[config.mk]
export PLATFORM = sky130hd
export DESIGN_NAME = pc_sequencer_flat
export DESIGN_NICKNAME = d
export VERILOG_FILES = /design/src/rtl/pc_sequencer_if.sv /design/src/rtl/pc_sequencer.sv /design/src/flat_wrapper.sv
export SDC_FILE = /design/constraint.sdc
export NUM_CORES = 1
export LEC_CHECK = 0
export BUFFER_PORTS_ARGS = -buffer_cell sky130_fd_sc_hd__buf_2
export CORE_UTILIZATION = 45
export CTS_CLUSTER_DIAMETER = 100
export CTS_CLUSTER_SIZE = 10
export DETAILED_ROUTE_END_ITERATION = 8
export MAX_ROUTING_LAYER = met4
export PLACE_DENSITY = 0.74
export SLEW_MARGIN = 0
export SYNTH_ARGS = -nofsm -noshare
export SYNTH_HDL_FRONTEND = slang
export SYNTH_SLANG_ARGS = --single-unit
[constraint.sdc]
create_clock -name mem_clock -period 2 [get_ports mem_clock]
set_input_delay 0.3 -clock mem_clock [delete_from_list [all_inputs] [get_ports mem_clock]]
set_output_delay 0.3 -clock mem_clock [all_outputs]
set_load 0.005 [all_outputs]
[src/rtl/pc_sequencer_if.sv]
// -----------------------------------------------------------------------------
// pc_sequencer_if
//
// Bundle between the decoder/datapath side and the program-counter sequencer.
//
// Decoder/datapath -> sequencer:
//   stall    memory not ready, freeze sequencer state
//   pc_mux   next-PC select (0 ADD, 1 WREG, 2 LIT, 3 SAVE)
//   op_hi    opcode[4:1], qualifies skip and wfi/rfi
//   skip     ALU skip-condition result
//   lit      instruction literal / jump target
//   wreg     W register contents
//   irq      interrupt request (level or single-cycle pulse)
//
// Sequencer -> decoder/datapath:
//   pc          address of the current instruction
//   save_pc     interrupt return address
//   in_isr      interrupt handler active
//   waiting     sequencer parked in the wfi wait state
//   irq_pending latched interrupt request
//   squash      current instruction must not commit (combinational)
//
// The "master" modport is the decoder/datapath view, "slave" the sequencer.
// -----------------------------------------------------------------------------
interface pc_sequencer_if #(
    parameter int PC_W   = 8,
    parameter int DATA_W = 8
);
    logic              stall;
    logic [1:0]        pc_mux;
    logic [3:0]        op_hi;
    logic              skip;
    logic [PC_W-1:0]   lit;
    logic [DATA_W-1:0] wreg;
    logic              irq;

    logic [PC_W-1:0]   pc;
    logic [PC_W-1:0]   save_pc;
    logic              in_isr;
    logic              waiting;
    logic              irq_pending;
    logic              squash;

    modport master (
        output stall, pc_mux, op_hi, skip, lit, wreg, irq,
        input  pc, save_pc, in_isr, waiting, irq_pending, squash
    );

    modport slave (
        input  stall, pc_mux, op_hi, skip, lit, wreg, irq,
        output pc, save_pc, in_isr, waiting, irq_pending, squash
    );
endinterface

[src/rtl/pc_sequencer.sv]
// -----------------------------------------------------------------------------
// pc_sequencer
//
// Program-counter and control-flow stage behind the instruction decoder.
// Computes the fetch address of the next instruction from the decoder's
// pc_mux select, the skip flag, the literal and W, and implements a
// single-level interrupt: pending latch, saved return PC, wfi wait state and
// rfi return. squash tells the datapath to drop the writes of an instruction
// that is preempted by an interrupt take or that sits in the wait state.
//
// Ports:
//   mem_clock  sole clock, rising edge
//   reset      synchronous, active-high
//   bus        pc_sequencer_if.slave (see interface header for signals)
//
// Parameters:
//   PC_W       program-counter width
//   DATA_W     W register width
//   RESET_VEC  PC after reset
//   INT_VEC    interrupt entry address
// -----------------------------------------------------------------------------
module pc_sequencer #(
    parameter int          PC_W      = 8,
    parameter int          DATA_W    = 8,
    parameter int unsigned RESET_VEC = 0,
    parameter int unsigned INT_VEC   = 1
) (
    input  logic               mem_clock,
    input  logic               reset,
    pc_sequencer_if.slave      bus
);

    localparam logic [PC_W-1:0] RESET_PC = PC_W'(RESET_VEC);
    localparam logic [PC_W-1:0] INT_PC   = PC_W'(INT_VEC);

    localparam logic [1:0] MUX_ADD  = 2'd0;
    localparam logic [1:0] MUX_WREG = 2'd1;
    localparam logic [1:0] MUX_LIT  = 2'd2;
    localparam logic [1:0] MUX_SAVE = 2'd3;

    localparam logic [3:0] OP_SKIP_A = 4'hA;
    localparam logic [3:0] OP_SKIP_B = 4'hB;
    localparam logic [3:0] OP_WFI    = 4'hE;
    localparam logic [3:0] OP_RFI    = 4'hF;

    typedef enum logic {
        ST_RUN,
        ST_WAIT
    } state_t;

    state_t          state_q, state_d;
    logic [PC_W-1:0] pc_q, pc_d;
    logic [PC_W-1:0] save_pc_q, save_pc_d;
    logic            in_isr_q, in_isr_d;
    logic            irq_pending_q, irq_pending_d;

    logic [PC_W-1:0] pc_inc1;
    logic [PC_W-1:0] pc_inc2;
    logic [PC_W-1:0] wreg_pc;
    logic            skip_op;
    logic            take;

    // W is zero-extended or truncated to the PC width; padding on the left
    // and slicing the low bits handles both DATA_W < PC_W and DATA_W >= PC_W.
    logic [PC_W+DATA_W-1:0] wreg_pad;
    assign wreg_pad = {{PC_W{1'b0}}, bus.wreg};
    assign wreg_pc  = wreg_pad[PC_W-1:0];

    // PC arithmetic wraps naturally at PC_W bits.
    assign pc_inc1 = pc_q + PC_W'(1);
    assign pc_inc2 = pc_q + PC_W'(2);

    // Only the two skip-class opcodes may turn an ADD into a double step.
    assign skip_op = (bus.op_hi == OP_SKIP_A) || (bus.op_hi == OP_SKIP_B);

    // Interrupts are single level: a request arriving inside the handler
    // stays latched until rfi clears in_isr.
    assign take = irq_pending_q && !in_isr_q && !bus.stall;

    always_comb begin
        state_d       = state_q;
        pc_d          = pc_q;
        save_pc_d     = save_pc_q;
        in_isr_d      = in_isr_q;
        irq_pending_d = irq_pending_q;

        // A new request wins over the clear caused by a take on the same edge,
        // and is captured even while stalled.
        if (bus.irq) begin
            irq_pending_d = 1'b1;
        end else if (take) begin
            irq_pending_d = 1'b0;
        end

        if (take) begin
            // From RUN the preempted instruction re-executes on return; from
            // WAIT the return lands on the instruction after the wfi.
            save_pc_d = (state_q == ST_WAIT) ? pc_inc1 : pc_q;
            pc_d      = INT_PC;
            in_isr_d  = 1'b1;
            state_d   = ST_RUN;
        end else if (!bus.stall && (state_q == ST_RUN)) begin
            case (bus.pc_mux)
                MUX_ADD:  pc_d = (skip_op && bus.skip) ? pc_inc2 : pc_inc1;
                MUX_WREG: pc_d = wreg_pc;
                MUX_LIT:  pc_d = bus.lit;
                MUX_SAVE: begin
                    if ((bus.op_hi == OP_WFI) && !in_isr_q) begin
                        // Park on the wfi address until an interrupt arrives.
                        state_d = ST_WAIT;
                    end else if ((bus.op_hi == OP_RFI) && in_isr_q) begin
                        pc_d     = save_pc_q;
                        in_isr_d = 1'b0;
                    end else begin
                        // wfi inside the handler and rfi outside it are NOPs.
                        pc_d = pc_inc1;
                    end
                end
                default:  pc_d = pc_inc1;
            endcase
        end
    end

    always_ff @(posedge mem_clock) begin
        if (reset) begin
            state_q       <= ST_RUN;
            pc_q          <= RESET_PC;
            save_pc_q     <= '0;
            in_isr_q      <= 1'b0;
            irq_pending_q <= 1'b0;
        end else begin
            state_q       <= state_d;
            pc_q          <= pc_d;
            save_pc_q     <= save_pc_d;
            in_isr_q      <= in_isr_d;
            irq_pending_q <= irq_pending_d;
        end
    end

    assign bus.pc          = pc_q;
    assign bus.save_pc     = save_pc_q;
    assign bus.in_isr      = in_isr_q;
    assign bus.waiting     = (state_q == ST_WAIT);
    assign bus.irq_pending = irq_pending_q;

    // Nothing commits while stalled, so squash is forced low then.
    assign bus.squash = !bus.stall && (take || (state_q == ST_WAIT));

endmodule

[src/flat_wrapper.sv]
// flat-port wrapper written by rule: the top's interface ports become plain ports
module pc_sequencer_flat 
#(
    parameter int          PC_W      = 8,
    parameter int          DATA_W    = 8,
    parameter int unsigned RESET_VEC = 0,
    parameter int unsigned INT_VEC   = 1
)
  (mem_clock, reset, bus_stall, bus_pc_mux, bus_op_hi, bus_skip, bus_lit, bus_wreg, bus_irq, bus_pc, bus_save_pc, bus_in_isr, bus_waiting, bus_irq_pending, bus_squash);
  pc_sequencer_if #(.PC_W(PC_W), .DATA_W(DATA_W)) bus_i ();
  input  logic mem_clock;
  input  logic reset;
  input wire logic [$bits(bus_i.stall)-1:0] bus_stall;
  input wire logic [$bits(bus_i.pc_mux)-1:0] bus_pc_mux;
  input wire logic [$bits(bus_i.op_hi)-1:0] bus_op_hi;
  input wire logic [$bits(bus_i.skip)-1:0] bus_skip;
  input wire logic [$bits(bus_i.lit)-1:0] bus_lit;
  input wire logic [$bits(bus_i.wreg)-1:0] bus_wreg;
  input wire logic [$bits(bus_i.irq)-1:0] bus_irq;
  output wire logic [$bits(bus_i.pc)-1:0] bus_pc;
  output wire logic [$bits(bus_i.save_pc)-1:0] bus_save_pc;
  output wire logic [$bits(bus_i.in_isr)-1:0] bus_in_isr;
  output wire logic [$bits(bus_i.waiting)-1:0] bus_waiting;
  output wire logic [$bits(bus_i.irq_pending)-1:0] bus_irq_pending;
  output wire logic [$bits(bus_i.squash)-1:0] bus_squash;
  assign bus_i.stall = bus_stall;
  assign bus_i.pc_mux = bus_pc_mux;
  assign bus_i.op_hi = bus_op_hi;
  assign bus_i.skip = bus_skip;
  assign bus_i.lit = bus_lit;
  assign bus_i.wreg = bus_wreg;
  assign bus_i.irq = bus_irq;
  assign bus_pc = bus_i.pc;
  assign bus_save_pc = bus_i.save_pc;
  assign bus_in_isr = bus_i.in_isr;
  assign bus_waiting = bus_i.waiting;
  assign bus_irq_pending = bus_i.irq_pending;
  assign bus_squash = bus_i.squash;
  pc_sequencer #(.PC_W(PC_W), .DATA_W(DATA_W), .RESET_VEC(RESET_VEC), .INT_VEC(INT_VEC)) u_core (.mem_clock(mem_clock), .reset(reset), .bus(bus_i));
endmodule
==> metrics.txt, run 1 <==
Total Power 914 uW; CTS Sinks 19; Routed WL 4390 um; Synth top area share 0.271; cell taking the most area after synthesis dfxtp_1; worst relative slew slack 0.619; synth unique cells 49; first-pass GRT wire length 7330 um; Max Root-Sink Buffers 2; WP buf/inv 2; DRT iter0 DRCs 111; Worst Tran Pin Value 0.569 ns; sequential area share after synthesis 0.271; full die area 0.00334 sq mm; CTS HTree Levels 1; ys flop type dfxtp_1; Area Growth Syn to Fin 24.8%; proportion of synthesized area in mux cells 0.0634; Max Fclk 543 MHz; CTS root buf clkbuf_4; DRC Markers 3; syn nets 206; final worst-path cycle share 0.921; largest family of logic cells by synthesized area compound AO/OA/AOI/OAI gates; Site Rows 19; average routed wire per standard cell 16.8 um; CP endpoint kind output pin; Post-synth top cells dfxtp_1, nor2_1, a21oi_1, o21ai_0; initial antenna violation count 0; Post-layout nets 260; dpl hpwl 3360 um; hold_buf cts 0; Max Clock Skew 0.00444 ns; Yosys reg bits 19; vias in the first global route 1570; pwr/cell area 523 mW/mm^2; Worst Hold Class in -> reg; setup repair bufs after CTS 0; routability-driven placement congestion ratio 0.908; fraction of registers with async set/reset 0; Resized Gates After CTS 0; EDFF count, synth 0; via count 1648; leak pwr 0.743 nW; synth top area cells dfxtp_1, a211oi_1, nor2_1; Clock transition at path regs 0.11 ns; layout cell share with drive strength beyond 1 0.330; Critical Path RT 1.70 ns; Largest stage delay, worst path 0.51 ns; Setup crit start kind register; syn avg cell area 7.92 sq um; max cap viols 0; data arrival time of the critical path 1.54 ns; largest net degree at the start of global routing 18; Crit Path Max Fanout 5; TritonCTS Buffers 3; Fin Hold WS 0.212 ns; Post-Syn Area 0.00140 sq mm; later-pin clock latency in the skew report 0.30 ns; cells along the critical path buf_4 -> or3b_2 -> o21ai_0 -> buf_2; Tmin final 1.84 ns; Post-Syn Instances 177; xor/xnor share of the synthesized area 0.0812; VDD IR max 295 uV; failing checks design-rule violations; GRT Total Usage 0.289; I/O Buffers 46; max-slew violation count 0; Fin Setup TNS 0 ns; die width 57.8 um; Yosys warning total 0; antenna-violating nets left 0; unrepaired setup endpoints after global routing false; post-synthesis adder-cell area fraction 0.0179; Overflow after GRT 0; CTS tree yes; post-synthesis compound-gate area fraction 0.306; Starting Density 0.491; Slowest-stage cell, CP or3b_2; Final setup viols 0; Pre-antenna DRT Iters 7; DR vias/cell 6.31; ANT cells 0; Final Hold Vio Count 0; kind of critical path reg -> out; outcome finished, violations left; family with the most delay on the worst path simple AND/OR/NAND/NOR gates; Core Region 0.00285 sq mm; Synth Area in Simple Gates 0.209; I/O pin count 47; die height 57.8 um
## cells by family (layout without fill, tap and decap cells)
logic type,count (synthesis),count (layout)
AOI/OAI and AO/OA,62,62
and+or+nand+nor,57,57
DFF,19,19
buffers and inverters,17,70
xor gates and xnor gates,13,13
muxes,7,7
adders and majority gates,2,2
## final timing paths
check / start / to / slack (ns) / cells after the start
max: u_core.bus.in_isr / bus_squash / 0.16 / 4
min: bus_irq / u_core.bus.irq_pending / 0.21 / 3
max reg2reg: u_core.bus.pc[1] / u_core.bus.pc[4] / 0.19 / 6
min reg2reg: u_core.bus.save_pc[5] / u_core.bus.save_pc[5] / 0.53 / 2
## cells in the final DEF, fill, tap and decap left out, types with 2 or more instances in the layout
cell and instances:
buf_2 46, nor2_1 19, dfxtp_1 19, a21oi_1 13
buf_4 13, o21ai_0 11, a211oi_1 10, nand2_1 10
inv_1 7, xor2_1 7, xnor2_1 6, nor3_1 6
mux2i_1 4, nand3_1 4, clkbuf_4 3, o22ai_1 2
or2_1 2, a211o_2 2, or2_2 2, o41ai_1 2
o21a_1 2, a221oi_1 2, a311oi_1 2, nand4_1 2
nor2b_1 2, o221a_2 2, o31ai_1 2, a22oi_1 2
or3_1 2, a31oi_1 2, ha_1 2
## worst register-to-register path: cells and delay by family (launching register included)
kind / cells / cell delay, ns
compound gates: 3 / 0.70
xor+xnor: 1 / 0.17
fa+ha+maj: 1 / 0.31
flops: 1 / 0.42
simple gates: 1 / 0.16
## metrics by stage
stage                     std cells  setup WS, ns  cell area [sq um]  utilization
after floorplan                 177         0.114               1400            -
after global placement          257         0.210               1720        0.604
after detailed placement        257         0.176               1720        0.604
after CTS                       261         0.169               1750        0.613
after global routing            261        0.0679               1750        0.613
final                           261         0.158               1750        0.613
## cell type report
class / count / area, sq um
clock buffer: 4 / 26.3
sequential: 19 / 380
tap: 31 / 38.8
inverter: 7 / 26.3
multi-input combinational: 141 / 950
fill: 281 / 1100
timing repair buffer: 59 / 328
## metal layers
layer | vias to the layer above | share of wire | global-route usage
li1 | 771 | - | -
met1 | 754 | 0.39 | 0.368
met2 | 109 | 0.49 | 0.466
met3 | 14 | 0.095 | 0.0379
met4 | 0 | 0.028 | 0.109
met5 | - | 0 | -
## flip-flops by register name, summed over array words and instances (netlist names)
name,count
u_core.bus.in_isr,1
u_core.bus.irq_pending,1
u_core.bus.pc,8
u_core.bus.save_pc,8
u_core.bus.waiting,1
## power breakdown
group	internal (mW)	switching, mW	leakage [nW]
clock network	0.0777	0.127	0.0150
logic	0.133	0.147	0.572
registers	0.405	0.0248	0.156
total	0.615	0.299	0.743
Power figures use the tool's default switching activity.
==> run 2, diff against run 1 <==
--- a/config.mk
+++ b/config.mk
@@ -12,6 +12,7 @@
 export DETAILED_ROUTE_END_ITERATION = 8
 export MAX_ROUTING_LAYER = met4
 export PLACE_DENSITY = 0.74
+export REMOVE_ABC_BUFFERS = 1
 export SLEW_MARGIN = 0
 export SYNTH_ARGS = -nofsm -noshare
 export SYNTH_HDL_FRONTEND = slang
==> metrics.txt, run 2 (same netlist as run 1, synthesis figures left out) <==
die width 57.8 um (unchanged); antenna-violating nets left 0 (unchanged); hold_buf cts 0 (unchanged); CP endpoint kind register; vias in the first global route 1516 (-3.4%); Max Root-Sink Buffers 2 (unchanged); min-delay src bus_irq; pwr/cell area 518 mW/mm^2 (-0.85%); GRT Total Usage 0.283 (-0.00627); max cap viols 0 (unchanged); met3 usage 0.0580 (+0.0201); Critical Path RT 2.26 ns (+0.56 ns); worst relative slew slack 0.609 (-0.0105); Setup crit start kind register; die height 57.8 um (unchanged); Worst Tran Pin Value 0.585 ns (+0.0157 ns); DRT iter0 DRCs 127 (+14%); average routed wire per standard cell 16.5 um (-2.0%); Final Hold Vio Count 0 (unchanged); I/O Buffers 46 (unchanged); cells along the critical path ha_1 -> nand3_1 -> xor2_1 -> a211o_2 -> a32oi_1 -> o221a_2; Max Fclk 547 MHz (+0.70%); Largest stage delay, worst path 0.42 ns (-0.09 ns); outcome finished, violations left; Core Region 0.00285 sq mm (unchanged); CTS tree yes; ANT cells 0 (unchanged); Max Clock Skew 0.0122 ns (+0.00775 ns); failing checks design-rule violations; family with the most delay on the worst path compound AO/OA/AOI/OAI gates; Slowest-stage cell, CP dfxtp_1; TritonCTS Buffers 3 (unchanged); post-layout util 0.624 (+0.0105); Post-layout nets 264 (+1.5%); Routed WL 4360 um (-0.52%); WP buf/inv 0 (-2); commonest non-fill, non-tap cell in the layout buf_2; GR peak layer met2; Tmin final 1.83 ns (-0.0128 ns); Critical R2R Launch u_core.bus.pc[1]; DR vias/cell 6.13 (-2.9%); Total Power 922 uW (+0.86%); later-pin clock latency in the skew report 0.32 ns (+0.02 ns); Worst Hold Class in -> reg; largest net degree at the start of global routing 18 (unchanged); Fin Hold WS 0.200 ns (-0.0117 ns); CTS Sinks 19 (unchanged); final worst-path cycle share 0.914 (-0.00641); DRC Markers 4 (+1); Site Rows 19 (unchanged); Crit Path Max Fanout 5 (unchanged); setup repair bufs after CTS 0 (unchanged); Starting Density 0.491 (unchanged); kind of critical path reg -> reg; Critical Path Start u_core.bus.pc[1]; M1 GR Usage 0.345 (-0.0228); Resized Gates After CTS 0 (unchanged); Pre-antenna DRT Iters 7 (unchanged); Final setup viols 0 (unchanged); max-slew violation count 0 (unchanged); unrepaired setup endpoints after global routing false; Overflow after GRT 0 (unchanged); leak pwr 0.762 nW (+2.5%); Fin Setup TNS 0 ns (unchanged); VDD IR max 437 uV (+48%); met2 Usage GRT 0.458 (-0.00821); most frequent cells in the layout buf_2, nor2_1, dfxtp_1; data arrival time of the critical path 2.09 ns (+0.55 ns); Area Growth Syn to Fin 27.0%; via count 1624 (-1.5%); Clock transition at path regs 0.12 ns (about the same); CTS root buf clkbuf_4; I/O pin count 47 (unchanged); initial antenna violation count 0 (unchanged); routability-driven placement congestion ratio 0.940 (+3.4%); first-pass GRT wire length 7040 um (-3.9%); layout cell share with drive strength beyond 1 0.342 (+0.0114); dpl hpwl 3360 um (+0.16%); full die area 0.00334 sq mm (unchanged); CTS HTree Levels 1 (unchanged)
run 2: cell count changes in the layout (fill, tap and decap cells not counted):
cell / before / now
buf_4: 13 / 17
run 2: final timing paths:
path                                  to  slack [ns]  cells after the start
setup / recovery        u_core.bus.pc[4]        0.17                      6
hold / removal    u_core.bus.irq_pending        0.20                      3
setup reg to reg        u_core.bus.pc[4]        0.17                      6
hold reg to reg   u_core.bus.irq_pending        0.53                      2
run 2: where the power goes:
part	internal, mW	switching [mW]
Combinational	0.136	0.144
Clock	0.0781	0.132
Sequential	0.405	0.0266
Total	0.619	0.303
run 2: worst register-to-register path: cells and delay by family, from the launching register on:
kind            cells  cell delay (ns)
xor+xnor            1             0.18
flops               1             0.42
simple gates        1             0.15
fa+ha+maj           1             0.32
compound gates      3             0.70
run 2: per-layer routing:
layer	wire [um]	vias up	part of all wire
met1	1760	748	0.40
met5	0	-	0
met3	361	21	0.083
li1	-	775	-
met4	142	0	0.033
met2	2090	80	0.48
run 2: final cells by class:
| cell class | count | area, sq um |
|---|---|---|
| timing repair buffer | 63 | 358 |
| inverter | 7 | 26.3 |
| multi-input combinational | 141 | 950 |
| sequential | 19 | 380 |
| clock buffer | 4 | 26.3 |
| tap | 31 | 38.8 |
| fill | 273 | 1070 |
run 2: stage by stage:
| step | setup WS (ns) | cells | instance area (sq um) |
|---|---|---|---|
| final | 0.171 | 265 | 1780 |
| after global placement | 0.202 | 261 | 1750 |
| after floorplan | 0.105 | 167 | 1360 |
| after CTS | 0.181 | 265 | 1780 |
| after detailed placement | 0.179 | 261 | 1750 |
| after global routing | 0.0627 | 265 | 1780 |
==> run 3, diff against run 2 <==
==> constraint.sdc (replaced) <==
create_clock -name mem_clock -period 1.9 [get_ports mem_clock]
set_input_delay 0.285 -clock mem_clock [delete_from_list [all_inputs] [get_ports mem_clock]]
set_output_delay 0.285 -clock mem_clock [all_outputs]
set_load 0.005 [all_outputs]
==> metrics.txt, run 3 (same netlist as run 1, synthesis figures left out) <==
max-slew violation count 0 (unchanged); I/O Buffers 46 (unchanged); kind of critical path reg -> out; data arrival time of the critical path 1.43 ns (-0.66 ns); DR vias/cell 5.88 (-4.0%); Final setup viols 0 (unchanged); failing checks design-rule violations; Setup crit start kind register; Worst Hold Class in -> reg; Worst R2R End u_core.bus.pc[4]; Fin Setup TNS 0 ns (unchanged); Final Hold Vio Count 0 (unchanged); Resized Gates After CTS 0 (unchanged); family with the most delay on the worst path simple AND/OR/NAND/NOR gates; WP buf/inv 2 (+2); Critical R2R Launch u_core.bus.pc[1]; Clock transition at path regs 0.11 ns (about the same); full die area 0.00334 sq mm (unchanged); met3 usage 0.0536 (-0.00446); outcome finished, violations left; CTS Sinks 19 (unchanged); pwr/cell area 534 mW/mm^2 (+3.0%); GR peak layer met2; die height 57.8 um (unchanged); layout cell share with drive strength beyond 1 0.354 (+0.0126); most frequent cells in the layout buf_2, buf_4, nor2_1; Area Growth Syn to Fin 29.0%; Max Root-Sink Buffers 2 (unchanged); vias in the first global route 1538 (+1.5%); Tmin final 1.72 ns; final worst-path cycle share 0.904; die width 57.8 um (unchanged); setup repair bufs after CTS 0 (unchanged); Max Fclk 582 MHz; combinational power share 0.310 (+0.006); Reg2Reg Depth 6 (unchanged); later-pin clock latency in the skew report 0.31 ns (about the same); routability-driven placement congestion ratio 0.925 (-1.5%); R2R Setup Slk 0.20 ns (+0.03 ns); CTS HTree Levels 1 (unchanged); max cap viols 0 (unchanged); cells along the critical path buf_4 -> or3b_4 -> o21ai_1 -> buf_2; CTS tree yes; power share of the clock group 0.223 (-0.005); Max Clock Skew 0.00374 ns (-0.00845 ns); Worst Tran Pin Value 0.523 ns (-0.0614 ns); via count 1576 (-3.0%); dpl hpwl 3460 um (+3.0%); Pre-antenna DRT Iters 7 (unchanged); Overflow after GRT 0 (unchanged); average routed wire per standard cell 16.2 um (-1.4%); Critical Path Start u_core.bus.in_isr; TritonCTS Buffers 3 (unchanged); CTS root buf clkbuf_4; Post-layout nets 267 (+1.1%); Routed WL 4350 um (-0.25%); Site Rows 19 (unchanged); P_sw 311 uW (+2.6%); GRT Total Usage 0.291 (+0.00862); Core Region 0.00285 sq mm (unchanged); Crit Path Max Fanout 5 (unchanged); Starting Density 0.491 (unchanged); ANT cells 0 (unchanged); M1 GR Usage 0.351 (+0.00639); DRT iter0 DRCs 74 (-42%); largest net degree at the start of global routing 18 (unchanged); unrepaired setup endpoints after global routing false; Flop pwr share 0.468 (about the same); DRC Markers 4 (unchanged); worst relative slew slack 0.650 (+0.0411); initial antenna violation count 0 (unchanged); Largest stage delay, worst path 0.40 ns (-0.02 ns); CP endpoint kind output pin; antenna-violating nets left 0 (unchanged); Internal Pwr Total 654 uW (+5.6%); Fin Hold WS 0.185 ns (-0.0152 ns); Slowest-stage cell, CP or3b_4; Critical Path RT 1.62 ns (-0.64 ns); met2 Usage GRT 0.498 (+0.0394); leak pwr 0.777 nW (+2.1%); worst setup path end bus_squash; Total Power 965 uW (+4.7%); hold_buf cts 0 (unchanged); first-pass GRT wire length 7260 um (+3.1%); I/O pin count 47 (unchanged); VDD IR max 534 uV (+22%); Sw Share 0.323 (-0.00638); Crit path depth 4 (-2); commonest non-fill, non-tap cell in the layout buf_2
## run 3: changes by cell type in the layout (fill, tap and decap cells not counted)
cell	before	now
or3b_4	0	1
buf_4	17	20
o21ai_0	11	10
or3b_2	1	0
o21ai_1	0	1
dfxtp_4	0	1
dfxtp_1	19	18
## run 3: worst register-to-register path: stages, from the launching register on
cell,delay [ns]
dfxtp_1,0.41
ha_1,0.21
nand3_1,0.14
xor2_1,0.18
a211o_2,0.34
a32oi_1,0.16
o221a_2,0.21
## run 3: layout make-up
cell class / instances / area [sq um]
Tap cell: 31 / 38.8
Fill cell: 268 / 1040
Timing Repair Buffer: 66 / 380
Sequential cell: 19 / 384
Multi-Input combinational cell: 141 / 952
Inverter: 7 / 26.3
Clock buffer: 4 / 26.3
## run 3: metrics by stage
step / utilization / setup WS (ns) / area (sq um) / cells
after floorplan: - / 0.00523 / 1360 / 167
after CTS: 0.632 / 0.0571 / 1800 / 268
after global routing: 0.634 / 0.103 / 1810 / 268
after detailed placement: 0.622 / 0.112 / 1780 / 264
final: 0.634 / 0.183 / 1810 / 268
after global placement: 0.622 / 0.154 / 1780 / 264
## run 3: routing by layer
metal / wire [um] / share of wire
met5: 0 / 0
met1: 1810 / 0.42
met4: 22 / 0.0051
met2: 2200 / 0.50
met3: 322 / 0.074
## run 3: worst min-delay path by stage
| stage | startpoint | endpoint | slack [ns] | cells after the start |
|---|---|---|---|---|
| after floorplan | reset | u_core.bus.in_isr | 0.35 | 1 |
| after global placement | u_core.bus.irq_pending | u_core.bus.irq_pending | 0.49 | 2 |
| after detailed placement | bus_irq | u_core.bus.irq_pending | 0.51 | 3 |
| after CTS | bus_irq | u_core.bus.irq_pending | 0.18 | 3 |
| after global routing | bus_irq | u_core.bus.irq_pending | 0.19 | 3 |
| final | bus_irq | u_core.bus.irq_pending | 0.18 | 3 |
## run 3: power by group through the flow
stage | sequential (mW) | clock [mW] | combinational (mW)
finish | 0.451 | 0.215 | 0.299
global placement | 0.459 | 0 | 0.287
detailed placement | 0.461 | 0 | 0.296
CTS | 0.452 | 0.223 | 0.297
floorplan | 0.474 | 0 | 0.141
global route | 0.456 | 0.238 | 0.332
